## config.mk

```make
export PLATFORM = sky130hd
export DESIGN_NAME = sdu_scan
export DESIGN_NICKNAME = d
export VERILOG_FILES = /design/src/rtl/sdu_scan.sv
export SDC_FILE = /design/constraint.sdc
export NUM_CORES = 1
export LEC_CHECK = 0
export ABC_AREA = 1
export BUFFER_PORTS_ARGS = -buffer_cell sky130_fd_sc_hd__buf_2
export CORE_ASPECT_RATIO = 0.75
export CORE_MARGIN = 2
export CORE_UTILIZATION = 35
export CTS_CLUSTER_SIZE = 12
export DETAILED_ROUTE_END_ITERATION = 8
export PLACE_DENSITY_LB_ADDON = 0.3
export SLEW_MARGIN = 20
export SYNTH_ARGS = -nofsm -noshare
export SYNTH_HDL_FRONTEND = slang
export SYNTH_SLANG_ARGS = --single-unit
```

## constraint.sdc

```tcl
create_clock -name clk -period 2.7 [get_ports clk]
set_clock_uncertainty 0.1 [all_clocks]
set_input_delay 0.405 -clock clk [delete_from_list [all_inputs] [get_ports clk]]
set_output_delay 0.405 -clock clk [all_outputs]
set_load 0.01 [all_outputs]
```

## src/rtl/sdu_scan.sv

```systemverilog
// sdu_scan: serial debug receive scanner returning one command char or hex word per request.
// Define SDU_SCAN_ECHO_EN to echo every received byte to the UART transmitter.
module sdu_scan #(
   parameter int MAX_DIGITS = 8
) (
   input  logic        clk,
   input  logic        rst,
   input  logic        req_rx,
   input  logic        type_rx,
   output logic        ack_rx,
   output logic        flag_rx,
   output logic [31:0] dout_rx,
   input  logic        vld_rx,
   input  logic [7:0]  d_rx,
   output logic        rdy_rx,
   output logic        vld_tx,
   output logic [7:0]  d_tx,
   input  logic        rdy_tx
);
`ifdef SDU_SCAN_ECHO_EN
   typedef enum logic [2:0] {IDLE, RECV, PROC, ECHO, DONE} state_t;
`else
   typedef enum logic [2:0] {IDLE, RECV, PROC, DONE} state_t;
`endif
   localparam logic [3:0] MAX_CNT = 4'(MAX_DIGITS);
   state_t      state_q, state_d, exit_s;
   logic        type_q, type_d, err_q, err_d, flag_q, flag_d, rdy_q;
   logic [31:0] value_q, value_d, dout_q, dout_d;
   logic [3:0]  count_q, count_d, nib;
   logic [7:0]  byte_q, byte_d;
   logic        is_dig, is_hex, is_ws, is_term;
   assign is_dig  = byte_q >= 8'h30 && byte_q <= 8'h39;
   assign is_hex  = is_dig || (byte_q >= 8'h41 && byte_q <= 8'h46) || (byte_q >= 8'h61 && byte_q <= 8'h66);
   assign nib     = is_dig ? byte_q[3:0] : byte_q[3:0] + 4'd9;
   assign is_ws   = byte_q == 8'h20 || byte_q == 8'h0D || byte_q == 8'h0A;
   // a space only terminates a word once at least one digit has been seen
   assign is_term = is_ws && (byte_q != 8'h20 || count_q != 4'd0);
   assign ack_rx  = state_q == DONE;
   assign flag_rx = flag_q;
   assign dout_rx = dout_q;
   assign rdy_rx  = rdy_q;
`ifdef SDU_SCAN_ECHO_EN
   state_t post_q, post_d;
   assign vld_tx = state_q == ECHO;
   assign d_tx   = vld_tx ? byte_q : 8'h00;
   always_ff @(posedge clk) post_q <= rst ? IDLE : post_d;
`else
   logic unused_rdy_tx;
   assign vld_tx        = 1'b0;
   assign d_tx          = 8'h00;
   assign unused_rdy_tx = rdy_tx;
`endif
   always_comb begin
      state_d = state_q;
      exit_s  = RECV;
      type_d  = type_q;
      value_d = value_q;
      count_d = count_q;
      err_d   = err_q;
      byte_d  = byte_q;
      dout_d  = dout_q;
      flag_d  = flag_q;
`ifdef SDU_SCAN_ECHO_EN
      post_d  = post_q;
`endif
      case (state_q)
         IDLE: if (req_rx) begin
            type_d  = type_rx;
            value_d = '0;
            count_d = '0;
            err_d   = 1'b0;
            state_d = RECV;
         end
         RECV: if (vld_rx && rdy_rx) begin
            byte_d  = d_rx;
            state_d = PROC;
         end
         PROC: begin
            if (!type_q) begin
               if (!is_ws) begin
                  dout_d = {24'b0, byte_q};
                  flag_d = 1'b1;
                  exit_s = DONE;
               end
            end else if (is_hex) begin
               if (count_q < MAX_CNT) begin
                  value_d = {value_q[27:0], nib};
                  count_d = count_q + 4'd1;
               end else err_d = 1'b1;
            end else if (byte_q == 8'h08) begin
               if (count_q != 4'd0) begin
                  value_d = value_q >> 4;
                  count_d = count_q - 4'd1;
               end
            end else if (is_term) begin
               dout_d = value_q;
               flag_d = count_q != 4'd0 && !err_q;
               exit_s = DONE;
            end else if (!is_ws) err_d = 1'b1;
`ifdef SDU_SCAN_ECHO_EN
            post_d  = exit_s;
            state_d = ECHO;
`else
            state_d = exit_s;
`endif
         end
`ifdef SDU_SCAN_ECHO_EN
         ECHO: if (rdy_tx) state_d = post_q;
`endif
         DONE: state_d = IDLE;
         default: state_d = IDLE;
      endcase
   end
   always_ff @(posedge clk) begin
      if (rst) begin
         state_q <= IDLE;
         type_q  <= 1'b0;
         value_q <= '0;
         count_q <= '0;
         err_q   <= 1'b0;
         byte_q  <= '0;
         dout_q  <= '0;
         flag_q  <= 1'b0;
         rdy_q   <= 1'b0;
      end else begin
         state_q <= state_d;
         type_q  <= type_d;
         value_q <= value_d;
         count_q <= count_d;
         err_q   <= err_d;
         byte_q  <= byte_d;
         dout_q  <= dout_d;
         flag_q  <= flag_d;
         rdy_q   <= state_d == RECV;
      end
   end
endmodule

```

; Word level (Yosys, flattened, before mapping)
; Index checks and enable logic that the tools add are counted.
[totals]
latch_bits = 0
reg_bits = 83
mem_bits_rw = 0
inputBits = 14
memories = 0
out_inout_bits = 44
wordCells = 101
mem_bits_ro = 0
[op_classes]
n_lt_le_gt_ge = 7
add_sub_neg = 3
n_bitwise = 0
mux = 40
n_mul = 0
n_reduce_logical = 20
eq_ne = 22
div = 0
shifts = 0
[op_table]
columns = operator, n
row1 = $mux W32, 11
row2 = $pmux W32 S2, 1
row3 = $mux W4, 7
row4 = $eq A8 B4 Y1 const B, 3
row5 = $ne A3 B3 Y1 const B, 7
row6 = $ge A8 B7 Y1 const B, 2
row7 = $le A8 B7 Y1 const B, 2
row8 = $mux W1, 11
row9 = $ne A2 B2 Y1 const B, 5
row10 = $mux W3, 3
row11 = $pmux W3 S3, 1
row12 = $eq A8 B6 Y1 const B, 1
row13 = $ge A8 B6 Y1 const B, 1
row14 = $le A8 B6 Y1 const B, 1
row15 = $mux W2, 4
row16 = $ne A8 B6 Y1 const B, 1
row17 = $pmux W4 S2, 1
row18 = $reduce_and A7 Y1, 1
row19 = $eq A3 B1 Y1 const B, 2
row20 = $eq A3 B2 Y1 const B, 2
row21 = $logic_and A1 B1 Y1, 6
row22 = $reduce_and A6 Y1, 1
row23 = $logic_or A1 B1 Y1, 5
row24 = $reduce_and A5 Y1, 1
row25 = other kinds (11), 12

; Logic depth before layout (Yosys ltp)
; Gate-level depths: netlist of the first run.
[logic_depth]
depth_word = 10
ltp_mapped = 18
ltp_nobuf = 16

; Worst setup path after synthesis of the first run
; OpenSTA, ideal clock, no wires.
[synth_path]
path_type = reg-to-reg
start = register byte_q[0]
end = register count_q[3]
setup_slack_ns = 0.266
path_buffers = 1
arrival_time_ns = 2.270
setup_ns = 0.064
stages_incl_launch_ff = 18
synth_period_minus_slack_ns = 2.434
t_required_ns = 2.536
path_cell_list = dfxtp_1 inv_1 ha_1 nor2_1 nand3_1 nand2_1 nand2_1 nand3_1 buf_2 ha_1 nand2_1 nor2_1 a211oi_1 or2_2 nand3_1 nand3_1 nand2_1 nor2_1
[synth_via]
elab_chain_cells = 7
word_cells_on_any_way = 19
[synth_rtl]
columns = element, line_no
row1 = from (decl), 30  ; logic [7:0] byte_q, byte_d;
row2 = from (signal assigned), 131  ; byte_q <= byte_d;
row3 = $ge A8 B6 Y1 (tied with other cells), 32  ; assign is_dig = byte_q >= 8'h30 && byte_q <= 8'h39;
row4 = "$logic_and A1 B1 Y1, on equally long branches", "32, 33"
row5 = $logic_or A1 B1 Y1 (2 in series), 33  ; assign is_hex = is_dig || (byte_q >= 8'h41 && byte_q <= 8'h46) || (byte_q >= 8'h61 && byte_q <= 8'h66);
row6 = $mux W4, 85  ; end else if (is_hex) begin
row7 = $mux W4, 79  ; if (!type_q) begin
row8 = $pmux W4 S2, 66  ; case (state_q)
row9 = to (signal assigned), 129  ; count_q <= count_d;
row10 = to (decl), 29  ; logic [3:0] count_q, count_d, nib;
; Parallel ways exist; a longest one is shown, timed or not. The select of a mux whose other input is x is not followed.
; A chain may end at the register's enable or synchronous reset.

; Worst setup path in the final report of the first run
; Ends and elaborated chain as after synthesis.

==> results of run 1 <==
-- where the power goes --
part           leakage, uW  internal [uW]  switching, uW
sequential        0.000677           1270           39.4
clock             0.000156            795            499
combinational      0.00157            113            210
total              0.00241           2180            749
-- flip-flops by register name, summed over array words and instances (netlist names) --
signal   flops
byte_q       8
count_q      4
dout_rx     32
err_q        1
flag_rx      1
rdy_rx       1
state_q      3
type_q       1
value_q     32
-- metal layers --
layer	global-route usage, %	routed length [um]	vias to the layer above
met1	25.0	5860	1930
met3	3.79	576	13
met5	0	0	-
li1	-	-	2159
met2	26.5	4750	105
met4	5.38	150	0
-- worst max-delay path, delay by kind of cell (launching register included) --
family | cells | cell delay (ps)
adders and majority gates | 2 | 570
DFF | 1 | 350
buffers and inverters | 1 | 120
AOI/OAI and AO/OA | 1 | 50
and+or+nand+nor | 12 | 1170
-- cell families (layout without fill, tap and decap cells) --
group,after synthesis,after routing
simple gates,349,349
fa+ha+maj,9,9
buf+inv,114,134
flops,83,83
compound gates,112,112
xor+xnor,2,2
other cells,1,10
-- final cells by class --
| type | count | area [um2] | area share [%] |
|---|---|---|---|
| repair buffers | 57 | 365 | 7.31 |
| flip-flops and latches | 83 | 1660 | 33.3 |
| clock buffers | 13 | 270 | 5.41 |
| inverters | 61 | 229 | 4.58 |
| multi-input cells | 482 | 2220 | 44.4 |
| clock inverters | 3 | 43.8 | 0.876 |
| well taps | 166 | 208 | 4.16 |
-- per-stage QoR --
stage / cell area (um2) / power [uW] / utilization, % / std cells / setup slack (ps)
after floorplan: 4360 / 1580 / - / 679 / 266
after global placement: 4630 / 1640 / 38.0 / 848 / 121
after detailed placement: 4630 / 1650 / 38.0 / 848 / 51.1
after CTS: 4940 / 2940 / 40.6 / 864 / 28.9
after global routing: 5000 / 3070 / 41.0 / 865 / 3.43
final: 5000 / 2930 / 41.0 / 865 / 231
-- cell usage after synthesis, types with 2 or more instances --
cell,number
sky130_fd_sc_hd__nand2_2,4
sky130_fd_sc_hd__clkbuf_1,13
sky130_fd_sc_hd__buf_1,8
sky130_fd_sc_hd__buf_2,19
sky130_fd_sc_hd__nor3_1,2
sky130_fd_sc_hd__buf_6,3
sky130_fd_sc_hd__dfxtp_1,83
sky130_fd_sc_hd__o21ai_0,39
sky130_fd_sc_hd__inv_2,4
sky130_fd_sc_hd__buf_4,10
sky130_fd_sc_hd__nand2_1,159
sky130_fd_sc_hd__nand4_1,6
sky130_fd_sc_hd__nand3_1,73
sky130_fd_sc_hd__a21oi_1,63
sky130_fd_sc_hd__inv_1,57
sky130_fd_sc_hd__o22ai_1,2
sky130_fd_sc_hd__nor2_1,101
sky130_fd_sc_hd__ha_1,8
sky130_fd_sc_hd__o21ai_1,5
-- worst paths after layout --
path                                   to  cells after the start
setup reg to reg  count_q[3]$_SDFFE_PP0P_                     16
hold reg to reg        err_q$_SDFFE_PP0P_                      2
hold / removal     byte_q[2]$_SDFFE_PP0P_                      3
setup / recovery  count_q[3]$_SDFFE_PP0P_                     16
==> flow_summary.html, run 1 <==
<table>
<tr><th>Metric</th><th>Value</th></tr>
<tr><th colspan="2">Status</th></tr>
<tr><td>Outcome</td><td>finished clean</td></tr>
<tr><th colspan="2">Global route</th></tr>
<tr><td>Congestion Overflow GR</td><td>0</td></tr>
<tr><td>Maximum number of pins on one net before global-route repair</td><td>62</td></tr>
<tr><td>Vias in the first global route</td><td>3932</td></tr>
<tr><td>Total routing resource utilization after global routing</td><td>17.5%</td></tr>
<tr><td>Wire length of the first global-routing pass</td><td>19100 um</td></tr>
<tr><td>Initial antenna violation count</td><td>0</td></tr>
<tr><th colspan="2">Yosys</th></tr>
<tr><td>Xor-xnor portion of the synthesized cell area</td><td>0.405%</td></tr>
<tr><td>Seq cells post-synth</td><td>83</td></tr>
<tr><td>Dominant synthesized flop cell</td><td>sky130_fd_sc_hd__dfxtp_1</td></tr>
<tr><td>Top cell type's share of synthesized area</td><td>38.4%</td></tr>
<tr><td>Syn_area_per_cell</td><td>6.46 um2</td></tr>
<tr><td>Dominant cells by area after synthesis</td><td>sky130_fd_sc_hd__dfxtp_1, sky130_fd_sc_hd__nand2_1, sky130_fd_sc_hd__nor2_1</td></tr>
<tr><td>Combinational family with the most area after synthesis</td><td>simple AND/OR/NAND/NOR gates</td></tr>
<tr><td>Number of synthesized flops with an enable pin</td><td>0</td></tr>
<tr><td>Leading area contributor after synthesis</td><td>sky130_fd_sc_hd__dfxtp_1</td></tr>
<tr><td>Synth Area in Compound Gates</td><td>13.2%</td></tr>
<tr><td>Number of warnings issued by yosys</td><td>0</td></tr>
<tr><td>Fraction of synthesized area in multiplexers</td><td>0%</td></tr>
<tr><td>Cell count after synthesis</td><td>670</td></tr>
<tr><td>Sequential-to-total area share from yosys stat</td><td>38.4%</td></tr>
<tr><td>Fraction of registers with async set/reset</td><td>0%</td></tr>
<tr><td>Netlist area before placement</td><td>4330 um2</td></tr>
<tr><td>Synth Area in Adders</td><td>2.77%</td></tr>
<tr><td>Count of cell types in the netlist</td><td>30</td></tr>
<tr><td>Synth Area in Simple Gates</td><td>33.3%</td></tr>
<tr><th colspan="2">Pwr</th></tr>
<tr><td>Peak supply drop</td><td>0.000249 V</td></tr>
<tr><td>Leakage power</td><td>0.00241 uW</td></tr>
<tr><td>Power per cell area</td><td>586 nW/um2</td></tr>
<tr><th colspan="2">Timing</th></tr>
<tr><td>Count of final setup violators</td><td>0</td></tr>
<tr><td>Count of pins over their slew limit</td><td>0</td></tr>
<tr><td>Sum Neg Setup Slack</td><td>0 ps</td></tr>
<tr><td>Min Hold Slack</td><td>241 ps</td></tr>
<tr><td>Period utilisation layout</td><td>91.4%</td></tr>
<tr><td>Final Hold Vio Count</td><td>0</td></tr>
<tr><td>Achievable Freq</td><td>0.405 GHz</td></tr>
<tr><td>Final period demand of the worst path</td><td>2470 ps</td></tr>
<tr><td>Setup repair after global routing missed its margin</td><td>true</td></tr>
<tr><td>Transition time of the tightest slew-check pin</td><td>614 ps</td></tr>
<tr><td>Normalized max-slew margin</td><td>59.0%</td></tr>
<tr><th colspan="2">Worst setup path</th></tr>
<tr><td>Delay of the slowest critical-path stage</td><td>350 ps</td></tr>
<tr><td>Data required time at the worst endpoint</td><td>2830 ps</td></tr>
<tr><td>Class of the most critical setup path</td><td>reg2reg</td></tr>
<tr><td>Launching point of the worst reg2reg path</td><td>byte_q[0]$_SDFFE_PP0P_</td></tr>
<tr><td>Endpoint arrival time on the critical path</td><td>2600 ps</td></tr>
<tr><td>Critical path, cell by cell</td><td>inv_1, ha_2, nor2_1, nand3_1, nand2_1, nand2_1, nand3_2, ha_4, nand2_1, nor2_1, a211oi_2, or2_2, nand3_1, nand3_1, nand2_1, nor2_1</td></tr>
<tr><td>Slowest-stage cell, CP</td><td>sky130_fd_sc_hd__dfxtp_2</td></tr>
<tr><td>Worst setup path start</td><td>byte_q[0]$_SDFFE_PP0P_</td></tr>
<tr><td>Kind of launch point of the worst setup path</td><td>flop</td></tr>
<tr><td>Critical path fanouts, max</td><td>6</td></tr>
<tr><td>Internal reg-to-reg setup slack</td><td>230 ps</td></tr>
<tr><td>Top cell by count, worst path</td><td>sky130_fd_sc_hd__nand2_1</td></tr>
<tr><td>Critical Path End Type</td><td>flop</td></tr>
<tr><th colspan="2">Detailed routing</th></tr>
<tr><td>Final routed wirelength across all metal layers</td><td>11300 um</td></tr>
<tr><td>DRC violation count after routing</td><td>0</td></tr>
<tr><td>Wire length per cell</td><td>13.1 um</td></tr>
<tr><td>Antenna Violating Nets Remaining</td><td>0</td></tr>
<tr><td>Routed vias</td><td>4207</td></tr>
<tr><td>Number of violations reported at the end of detailed-routing iteration 0</td><td>259</td></tr>
<tr><td>Routed vias/inst</td><td>4.86</td></tr>
<tr><td>Initial DRT Pass Iterations</td><td>4</td></tr>
<tr><th colspan="2">Layout</th></tr>
<tr><td>Most frequent cells in the layout</td><td>sky130_fd_sc_hd__nand2_1, sky130_fd_sc_hd__nor2_1, sky130_fd_sc_hd__dfxtp_1</td></tr>
<tr><td>Signed area change from the synthesized netlist to the final layout</td><td>15.4%</td></tr>
<tr><td>Nets</td><td>717</td></tr>
<tr><td>Fraction of layout instances using a drive strength above 1</td><td>12.7%</td></tr>
<tr><td>Number of fillers in the final layout</td><td>1336</td></tr>
<tr><td>Diodes inserted</td><td>0</td></tr>
<tr><td>Most common cell after layout, fill and taps aside</td><td>sky130_fd_sc_hd__nand2_1</td></tr>
<tr><th colspan="2">Flow run</th></tr>
<tr><td>Max-cap violation count</td><td>0</td></tr>
<tr><th colspan="2">Clocking</th></tr>
<tr><td>Register clock-pin slew on the reported worst setup and hold paths</td><td>60 ps</td></tr>
<tr><td>Clock Tree Root</td><td>sky130_fd_sc_hd__clkbuf_16</td></tr>
<tr><td>Inserted Clock Buffers</td><td>9</td></tr>
<tr><td>Setup bufs post-CTS</td><td>0</td></tr>
<tr><td>CTS H-Tree Depth</td><td>3</td></tr>
<tr><td>CTS Sinks</td><td>83</td></tr>
<tr><td>Post-CTS Hold Buffers</td><td>0</td></tr>
<tr><td>Cts repair resizes</td><td>0</td></tr>
<tr><td>Max Buffers Root-to-Sink</td><td>2</td></tr>
<tr><td>Clock tree from TritonCTS</td><td>yes</td></tr>
<tr><td>Latest clock arrival within the worst-skew pair</td><td>340 ps</td></tr>
<tr><th colspan="2">Floorplan</th></tr>
<tr><td>Vertical die dimension</td><td>100 um</td></tr>
<tr><td>Width of the die</td><td>132 um</td></tr>
<tr><td>Total core area</td><td>12200 um2</td></tr>
<tr><td>Starting Density</td><td>35.6%</td></tr>
<tr><td>Die Outline Area</td><td>13300 um2</td></tr>
<tr><td>I/O Pins</td><td>58</td></tr>
<tr><td>Number of placement rows</td><td>35</td></tr>
<tr><th colspan="2">Placed design</th></tr>
<tr><td>Port Buffers</td><td>47</td></tr>
<tr><td>Final HPWL from detailed placement</td><td>7470 um</td></tr>
<tr><td>Final weighted congestion of routability-driven global placement</td><td>0.883</td></tr>
<tr><th colspan="2">Hold path</th></tr>
<tr><td>Hold Crit Start</td><td>d_rx[2]</td></tr>
<tr><td>Path type of the worst min-delay path</td><td>in2reg</td></tr>
</table>
(Power assumes the default switching activity.)
==> run 2: changes to the inputs <==
clock period = 3.2 ns   (was 2.7 ns; I/O delays follow)
==> run 2 against run 1 <==
Compared with the run above: fmax shrank 10%; worst setup slack better by 210 ps; sequential share of layout area up 0.71 points; sequential power decreased by 15%; clock power is 21% lower; clock-buffer cell count unchanged; routed wire length shrank 3.8%; hold slack better by 77 ps; global-route usage down 0.54 points; core utilization down 0.88 points; non-clock buffer count fell by 3.
==> flow_summary.html, run 2 (synthesis gave the netlist of run 1 again) <==
<table>
<tr><th>Metric</th><th>Value</th></tr>
<tr><th colspan="2">Layout</th></tr>
<tr><td>Number of fillers in the final layout</td><td>1344</td></tr>
<tr><td>Area of the multi-input gates</td><td>2190 um2</td></tr>
<tr><td>Number of non-filler instances in the completed layout</td><td>862</td></tr>
<tr><td>Most frequent cells in the layout</td><td>sky130_fd_sc_hd__nand2_1, sky130_fd_sc_hd__nor2_1, sky130_fd_sc_hd__dfxtp_1</td></tr>
<tr><td>Most common cell after layout, fill and taps aside</td><td>sky130_fd_sc_hd__nand2_1</td></tr>
<tr><td>Nets</td><td>714</td></tr>
<tr><td>Summed area of non-filler cells in the final layout</td><td>4890 um2</td></tr>
<tr><td>Diodes inserted</td><td>0</td></tr>
<tr><td>Fraction of layout instances using a drive strength above 1</td><td>11.6%</td></tr>
<tr><td>Signed area change from the synthesized netlist to the final layout</td><td>12.9%</td></tr>
<tr><td>Register cell area after layout</td><td>1660 um2</td></tr>
<tr><th colspan="2">Timing</th></tr>
<tr><td>Final period demand of the worst path</td><td>2750 ps</td></tr>
<tr><td>Normalized max-slew margin</td><td>34.3%</td></tr>
<tr><td>Final Hold Vio Count</td><td>0</td></tr>
<tr><td>Count of final setup violators</td><td>0</td></tr>
<tr><td>Sum Neg Setup Slack</td><td>0 ps</td></tr>
<tr><td>Count of pins over their slew limit</td><td>0</td></tr>
<tr><td>Setup repair after global routing missed its margin</td><td>false</td></tr>
<tr><td>Achievable Freq</td><td>0.363 GHz</td></tr>
<tr><td>Transition time of the tightest slew-check pin</td><td>985 ps</td></tr>
<tr><td>Period utilisation layout</td><td>86.1%</td></tr>
<tr><th colspan="2">Placed design</th></tr>
<tr><td>Final HPWL from detailed placement</td><td>7330 um</td></tr>
<tr><td>Port Buffers</td><td>47</td></tr>
<tr><td>Post-Place Cell Area</td><td>4590 um2</td></tr>
<tr><td>Final weighted congestion of routability-driven global placement</td><td>0.867</td></tr>
<tr><td>Placed Cells</td><td>846</td></tr>
<tr><th colspan="2">Detailed routing</th></tr>
<tr><td>Amount of wire on met3 after detailed routing</td><td>775 um</td></tr>
<tr><td>Final routed wirelength across all metal layers</td><td>10900 um</td></tr>
<tr><td>Number of violations reported at the end of detailed-routing iteration 0</td><td>296</td></tr>
<tr><td>Antenna Violating Nets Remaining</td><td>0</td></tr>
<tr><td>Wire length on met2</td><td>4530 um</td></tr>
<tr><td>Routed vias</td><td>4178</td></tr>
<tr><td>Routed vias/inst</td><td>4.85</td></tr>
<tr><td>Wire length per cell</td><td>12.6 um</td></tr>
<tr><td>Highest layer used for signal routing</td><td>met4</td></tr>
<tr><td>Metal-1 WL</td><td>5490 um</td></tr>
<tr><td>DRC violation count after routing</td><td>0</td></tr>
<tr><td>Initial DRT Pass Iterations</td><td>5</td></tr>
<tr><th colspan="2">Clocking</th></tr>
<tr><td>Clock tree from TritonCTS</td><td>yes</td></tr>
<tr><td>Clock Tree Root</td><td>sky130_fd_sc_hd__clkbuf_16</td></tr>
<tr><td>Max Buffers Root-to-Sink</td><td>2</td></tr>
<tr><td>Inserted Clock Buffers</td><td>9</td></tr>
<tr><td>CTS H-Tree Depth</td><td>3</td></tr>
<tr><td>Register clock-pin slew on the reported worst setup and hold paths</td><td>60 ps</td></tr>
<tr><td>Cts repair resizes</td><td>0</td></tr>
<tr><td>Post-CTS Hold Buffers</td><td>0</td></tr>
<tr><td>Latest clock arrival within the worst-skew pair</td><td>340 ps</td></tr>
<tr><td>CTS Sinks</td><td>83</td></tr>
<tr><td>Setup bufs post-CTS</td><td>0</td></tr>
<tr><th colspan="2">Worst setup path</th></tr>
<tr><td>Class of the most critical setup path</td><td>reg2reg</td></tr>
<tr><td>Critical path fanouts, max</td><td>29</td></tr>
<tr><td>Internal reg-to-reg setup slack</td><td>450 ps</td></tr>
<tr><td>Critical Path End Type</td><td>flop</td></tr>
<tr><td>Data required time at the worst endpoint</td><td>3330 ps</td></tr>
<tr><td>Kind of launch point of the worst setup path</td><td>flop</td></tr>
<tr><td>Endpoint arrival time on the critical path</td><td>2880 ps</td></tr>
<tr><th colspan="2">Global route</th></tr>
<tr><td>Total routing resource utilization after global routing</td><td>17.0%</td></tr>
<tr><td>Congestion Overflow GR</td><td>0</td></tr>
<tr><td>Vias in the first global route</td><td>3807</td></tr>
<tr><td>Initial antenna violation count</td><td>0</td></tr>
<tr><td>Wire length of the first global-routing pass</td><td>18400 um</td></tr>
<tr><td>Maximum number of pins on one net before global-route repair</td><td>63</td></tr>
<tr><th colspan="2">Hold path</th></tr>
<tr><td>Path type of the worst min-delay path</td><td>in2reg</td></tr>
<tr><th colspan="2">Floorplan</th></tr>
<tr><td>Starting Density</td><td>35.6%</td></tr>
<tr><td>Vertical die dimension</td><td>100 um</td></tr>
<tr><td>Die Outline Area</td><td>13300 um2</td></tr>
<tr><td>Number of placement rows</td><td>35</td></tr>
<tr><td>I/O Pins</td><td>58</td></tr>
<tr><td>Width of the die</td><td>132 um</td></tr>
<tr><td>Total core area</td><td>12200 um2</td></tr>
<tr><th colspan="2">Pwr</th></tr>
<tr><td>Power per cell area</td><td>488 nW/um2</td></tr>
<tr><td>Leakage power</td><td>0.00236 uW</td></tr>
<tr><td>Peak supply drop</td><td>0.000369 V</td></tr>
<tr><th colspan="2">Flow run</th></tr>
<tr><td>Max-cap violation count</td><td>0</td></tr>
<tr><th colspan="2">Status</th></tr>
<tr><td>Outcome</td><td>finished clean</td></tr>
</table>
run 2: metal layers:
layer,GRT usage (%),up-vias
met5,0,-
met4,3.72,0
met3,4.09,8
met2,26.6,125
met1,23.9,1889
li1,-,2156
run 2: critical path: stages, from the launching register on:
cell and delay, ps:
sky130_fd_sc_hd__dfxtp_1 430, sky130_fd_sc_hd__inv_1 120, sky130_fd_sc_hd__ha_1 270, sky130_fd_sc_hd__nor2_1 130, sky130_fd_sc_hd__nand3_1 80, sky130_fd_sc_hd__nand2_1 80, sky130_fd_sc_hd__nand2_1 70, sky130_fd_sc_hd__nand3_1 210
sky130_fd_sc_hd__buf_4 370, sky130_fd_sc_hd__nand2_1 100, sky130_fd_sc_hd__nand2_1 80, sky130_fd_sc_hd__nand2_2 60, sky130_fd_sc_hd__nand2_1 320, sky130_fd_sc_hd__nand2_1 90, sky130_fd_sc_hd__nand2_1 80, sky130_fd_sc_hd__nor2_1 50
run 2: through the flow:
step	total power [uW]	setup WS (ps)	util (%)	hold slack, ps
global route	2500	234	40.2	330
CTS	2410	499	40.2	320
detailed placement	1380	549	37.7	356
global placement	1380	548	37.7	350
floorplan	1330	766	-	331
finish	2390	446	40.2	318
run 2: worst paths after layout:
path                                             start                      end  cells past startpoint
worst max-delay path            byte_q[0]$_SDFFE_PP0P_  count_q[1]$_SDFFE_PP0P_                     15
worst max register to register  byte_q[0]$_SDFFE_PP0P_  count_q[1]$_SDFFE_PP0P_                     15
worst min register to register      err_q$_SDFFE_PP0P_       err_q$_SDFFE_PP0P_                      2
worst min-delay path                           d_rx[4]   byte_q[4]$_SDFFE_PP0P_                      3
run 2: area by class of cell:
class / count / area share, %
Sequential cell: 83 / 34.0
Inverter: 61 / 4.68
Tap cell: 166 / 4.25
Multi-Input combinational cell: 482 / 44.8
Clock buffer: 13 / 5.73
Timing Repair Buffer: 54 / 6.14
Clock inverter: 3 / 0.409
run 2: where the power goes:
part	leakage (uW)	internal, uW	total (uW)	switching [uW]
combinational	0.00154	85.7	258	172
sequential	0.000676	1080	1110	32.5
clock	0.000144	609	1020	412
total	0.00236	1770	2390	617
==> run 3: changes to the inputs <==
SETUP_SLACK_MARGIN = 0.5   (was not set)
==> run 3 against run 2 <==
Compared with the run above: largest cell class unchanged; critical path type unchanged; highest routed layer unchanged; hold slack gained 0.98 ps; final area increased by 0.28%; sequential share of layout area about the same; flip-flop and latch count stayed put.
==> flow_summary.html, run 3 (synthesis gave the netlist of run 1 again) <==
<table>
<tr><th>Metric</th><th>Value</th></tr>
<tr><th colspan="2">Status</th></tr>
<tr><td>Outcome</td><td>finished clean</td></tr>
<tr><th colspan="2">Clocking</th></tr>
<tr><td>Clock Tree Root</td><td>sky130_fd_sc_hd__clkbuf_16</td></tr>
<tr><td>Inserted Clock Buffers</td><td>9</td></tr>
<tr><td>Max Buffers Root-to-Sink</td><td>2</td></tr>
<tr><td>Clock tree from TritonCTS</td><td>yes</td></tr>
<tr><td>CTS H-Tree Depth</td><td>3</td></tr>
<tr><td>CTS Sinks</td><td>83</td></tr>
<tr><td>Latest clock arrival within the worst-skew pair</td><td>340 ps</td></tr>
<tr><td>Register clock-pin slew on the reported worst setup and hold paths</td><td>60 ps</td></tr>
<tr><th colspan="2">Worst setup path</th></tr>
<tr><td>Endpoint arrival time on the critical path</td><td>2710 ps</td></tr>
<tr><td>Kind of launch point of the worst setup path</td><td>flop</td></tr>
<tr><td>Slowest-stage cell, CP</td><td>sky130_fd_sc_hd__dfxtp_2</td></tr>
<tr><td>Data required time at the worst endpoint</td><td>3360 ps</td></tr>
<tr><td>Delay of the slowest critical-path stage</td><td>380 ps</td></tr>
<tr><td>Class of the most critical setup path</td><td>reg2reg</td></tr>
<tr><td>Critical path, cell by cell</td><td>inv_1, ha_1, nor2_1, nand3_1, nand2_1, nand2_1, nand3_2, buf_4, nand2_1, nand2_1, nand2_2, buf_4, nand3_1, nand2_1, nor2_1</td></tr>
<tr><td>Top cell by count, worst path</td><td>sky130_fd_sc_hd__nand2_1</td></tr>
<tr><td>Critical path fanouts, max</td><td>29</td></tr>
<tr><td>Buffers plus inverters on the worst setup path</td><td>3</td></tr>
<tr><td>Critical Path End Type</td><td>flop</td></tr>
<tr><td>CP delay by family, top</td><td>simple AND/OR/NAND/NOR gates</td></tr>
<tr><th colspan="2">Pwr</th></tr>
<tr><td>Peak supply drop</td><td>0.000369 V</td></tr>
<tr><td>Leakage power</td><td>0.00237 uW</td></tr>
<tr><td>Power per cell area</td><td>487 nW/um2</td></tr>
<tr><th colspan="2">Global route</th></tr>
<tr><td>Maximum number of pins on one net before global-route repair</td><td>63</td></tr>
<tr><td>Initial antenna violation count</td><td>0</td></tr>
<tr><td>Vias in the first global route</td><td>3807</td></tr>
<tr><td>Congestion Overflow GR</td><td>0</td></tr>
<tr><td>GR Layer Usage met2</td><td>26.6%</td></tr>
<tr><td>Met3 Track Usage GR</td><td>4.09%</td></tr>
<tr><td>Routing usage on met1</td><td>23.9%</td></tr>
<tr><td>Most heavily used metal layer in global routing</td><td>met2</td></tr>
<tr><td>Total routing resource utilization after global routing</td><td>17.0%</td></tr>
<tr><td>Wire length of the first global-routing pass</td><td>18400 um</td></tr>
<tr><th colspan="2">Floorplan</th></tr>
<tr><td>Total core area</td><td>12200 um2</td></tr>
<tr><td>Width of the die</td><td>132 um</td></tr>
<tr><td>Number of placement rows</td><td>35</td></tr>
<tr><td>Starting Density</td><td>35.6%</td></tr>
<tr><td>Vertical die dimension</td><td>100 um</td></tr>
<tr><td>Die Outline Area</td><td>13300 um2</td></tr>
<tr><td>I/O Pins</td><td>58</td></tr>
<tr><th colspan="2">Detailed routing</th></tr>
<tr><td>Initial DRT Pass Iterations</td><td>5</td></tr>
<tr><td>DRC violation count after routing</td><td>0</td></tr>
<tr><td>Final routed wirelength across all metal layers</td><td>10900 um</td></tr>
<tr><td>Routed vias/inst</td><td>4.81</td></tr>
<tr><td>Antenna Violating Nets Remaining</td><td>0</td></tr>
<tr><td>Number of violations reported at the end of detailed-routing iteration 0</td><td>312</td></tr>
<tr><td>Wire length per cell</td><td>12.7 um</td></tr>
<tr><td>Routed vias</td><td>4149</td></tr>
<tr><th colspan="2">Timing</th></tr>
<tr><td>Count of final setup violators</td><td>0</td></tr>
<tr><td>Final Hold Vio Count</td><td>0</td></tr>
<tr><td>Setup repair after global routing missed its margin</td><td>true</td></tr>
<tr><td>Achievable Freq</td><td>0.393 GHz</td></tr>
<tr><td>Transition time of the tightest slew-check pin</td><td>984 ps</td></tr>
<tr><td>Count of pins over their slew limit</td><td>0</td></tr>
<tr><td>Worst setup margin</td><td>653 ps</td></tr>
<tr><td>Period utilisation layout</td><td>79.6%</td></tr>
<tr><td>Sum Neg Setup Slack</td><td>0 ps</td></tr>
<tr><td>Final period demand of the worst path</td><td>2550 ps</td></tr>
<tr><td>Normalized max-slew margin</td><td>34.4%</td></tr>
<tr><th colspan="2">Layout</th></tr>
<tr><td>Fraction of layout instances using a drive strength above 1</td><td>12.2%</td></tr>
<tr><td>Number of non-filler instances in the completed layout</td><td>862</td></tr>
<tr><td>Signed area change from the synthesized netlist to the final layout</td><td>13.2%</td></tr>
<tr><td>Most frequent cells in the layout</td><td>sky130_fd_sc_hd__nand2_1, sky130_fd_sc_hd__nor2_1, sky130_fd_sc_hd__dfxtp_1</td></tr>
<tr><td>Nets</td><td>714</td></tr>
<tr><td>Diodes inserted</td><td>0</td></tr>
<tr><td>Most common cell after layout, fill and taps aside</td><td>sky130_fd_sc_hd__nand2_1</td></tr>
<tr><th colspan="2">Placed design</th></tr>
<tr><td>Placed Cells</td><td>846</td></tr>
<tr><td>Final weighted congestion of routability-driven global placement</td><td>0.867</td></tr>
<tr><td>Final HPWL from detailed placement</td><td>7330 um</td></tr>
<tr><td>Port Buffers</td><td>47</td></tr>
<tr><td>Placement-stage worst setup slack</td><td>549 ps</td></tr>
<tr><th colspan="2">Flow run</th></tr>
<tr><td>Max-cap violation count</td><td>0</td></tr>
<tr><th colspan="2">Hold path</th></tr>
<tr><td>Path type of the worst min-delay path</td><td>in2reg</td></tr>
</table>
-- run 3: cell count changes in the layout (fill, tap and decap cells not counted) --
cell / before / now
sky130_fd_sc_hd__dfxtp_2: 0 / 2
sky130_fd_sc_hd__buf_6: 0 / 1
sky130_fd_sc_hd__dfxtp_1: 83 / 81
sky130_fd_sc_hd__nand2_1: 159 / 158
sky130_fd_sc_hd__nand3_2: 0 / 1
sky130_fd_sc_hd__nand3_1: 73 / 72
sky130_fd_sc_hd__buf_4: 6 / 5
sky130_fd_sc_hd__nand2_2: 4 / 5
-- run 3: worst reg2reg max path, cell delays in order, from the launching register on --
cell and delay, ps:
sky130_fd_sc_hd__dfxtp_2 380, sky130_fd_sc_hd__inv_1 100, sky130_fd_sc_hd__ha_1 260, sky130_fd_sc_hd__nor2_1 130
sky130_fd_sc_hd__nand3_1 80, sky130_fd_sc_hd__nand2_1 80, sky130_fd_sc_hd__nand2_1 80, sky130_fd_sc_hd__nand3_2 140
sky130_fd_sc_hd__buf_4 330, sky130_fd_sc_hd__nand2_1 100, sky130_fd_sc_hd__nand2_1 80, sky130_fd_sc_hd__nand2_2 80
sky130_fd_sc_hd__buf_4 230, sky130_fd_sc_hd__nand3_1 100, sky130_fd_sc_hd__nand2_1 70, sky130_fd_sc_hd__nor2_1 130
-- run 3: area by class of cell --
cell class	count	area, um2
sequential	83	1660
timing repair buffer	54	304
tap	166	208
fill	1340	7270
clock buffer	13	280
multi-input combinational	482	2200
inverter	61	229
clock inverter	3	20.0
-- run 3: metrics by stage --
stage                     hold slack (ps)  utilization (%)  total power (uW)  area [um2]
after detailed placement              356             37.7              1380        4590
after floorplan                       331                -              1330        4360
after global routing                  330             40.3              2500        4900
after global placement                350             37.7              1380        4590
final                                 319             40.3              2390        4900
after CTS                             320             40.2              2410        4890
-- run 3: report_power, final --
group | total, uW | leakage, uW | switching, uW | internal [uW]
sequential | 1110 | 0.000677 | 32.3 | 1080
combinational | 259 | 0.00155 | 173 | 86.4
clock | 1020 | 0.000144 | 411 | 609
total | 2390 | 0.00237 | 617 | 1770
-- run 3: worst paths after layout --
path,start,cells after the start,slack (ps),endpoint
setup / recovery,byte_q[0]$_SDFFE_PP0P_,15,650,value_q[10]$_SDFFE_PP0P_
hold / removal,d_rx[4],3,320,byte_q[4]$_SDFFE_PP0P_
setup reg to reg,byte_q[0]$_SDFFE_PP0P_,15,650,value_q[10]$_SDFFE_PP0P_
hold reg to reg,err_q$_SDFFE_PP0P_,2,360,err_q$_SDFFE_PP0P_
-- run 3: repair_timing --
item / CTS / global route
setup endpoints to repair: 1 / 36
buffers inserted: 0 / 0
hold buffers: 0 / 0
gates resized for setup: 1 / 4
gates cloned: 0 / 0
-- run 3: layer usage --
layer	part of all wire (%)	vias up
li1	-	2156
met1	51	1866
met2	42	117
met3	6.4	10
met4	1.0	0
met5	0	-
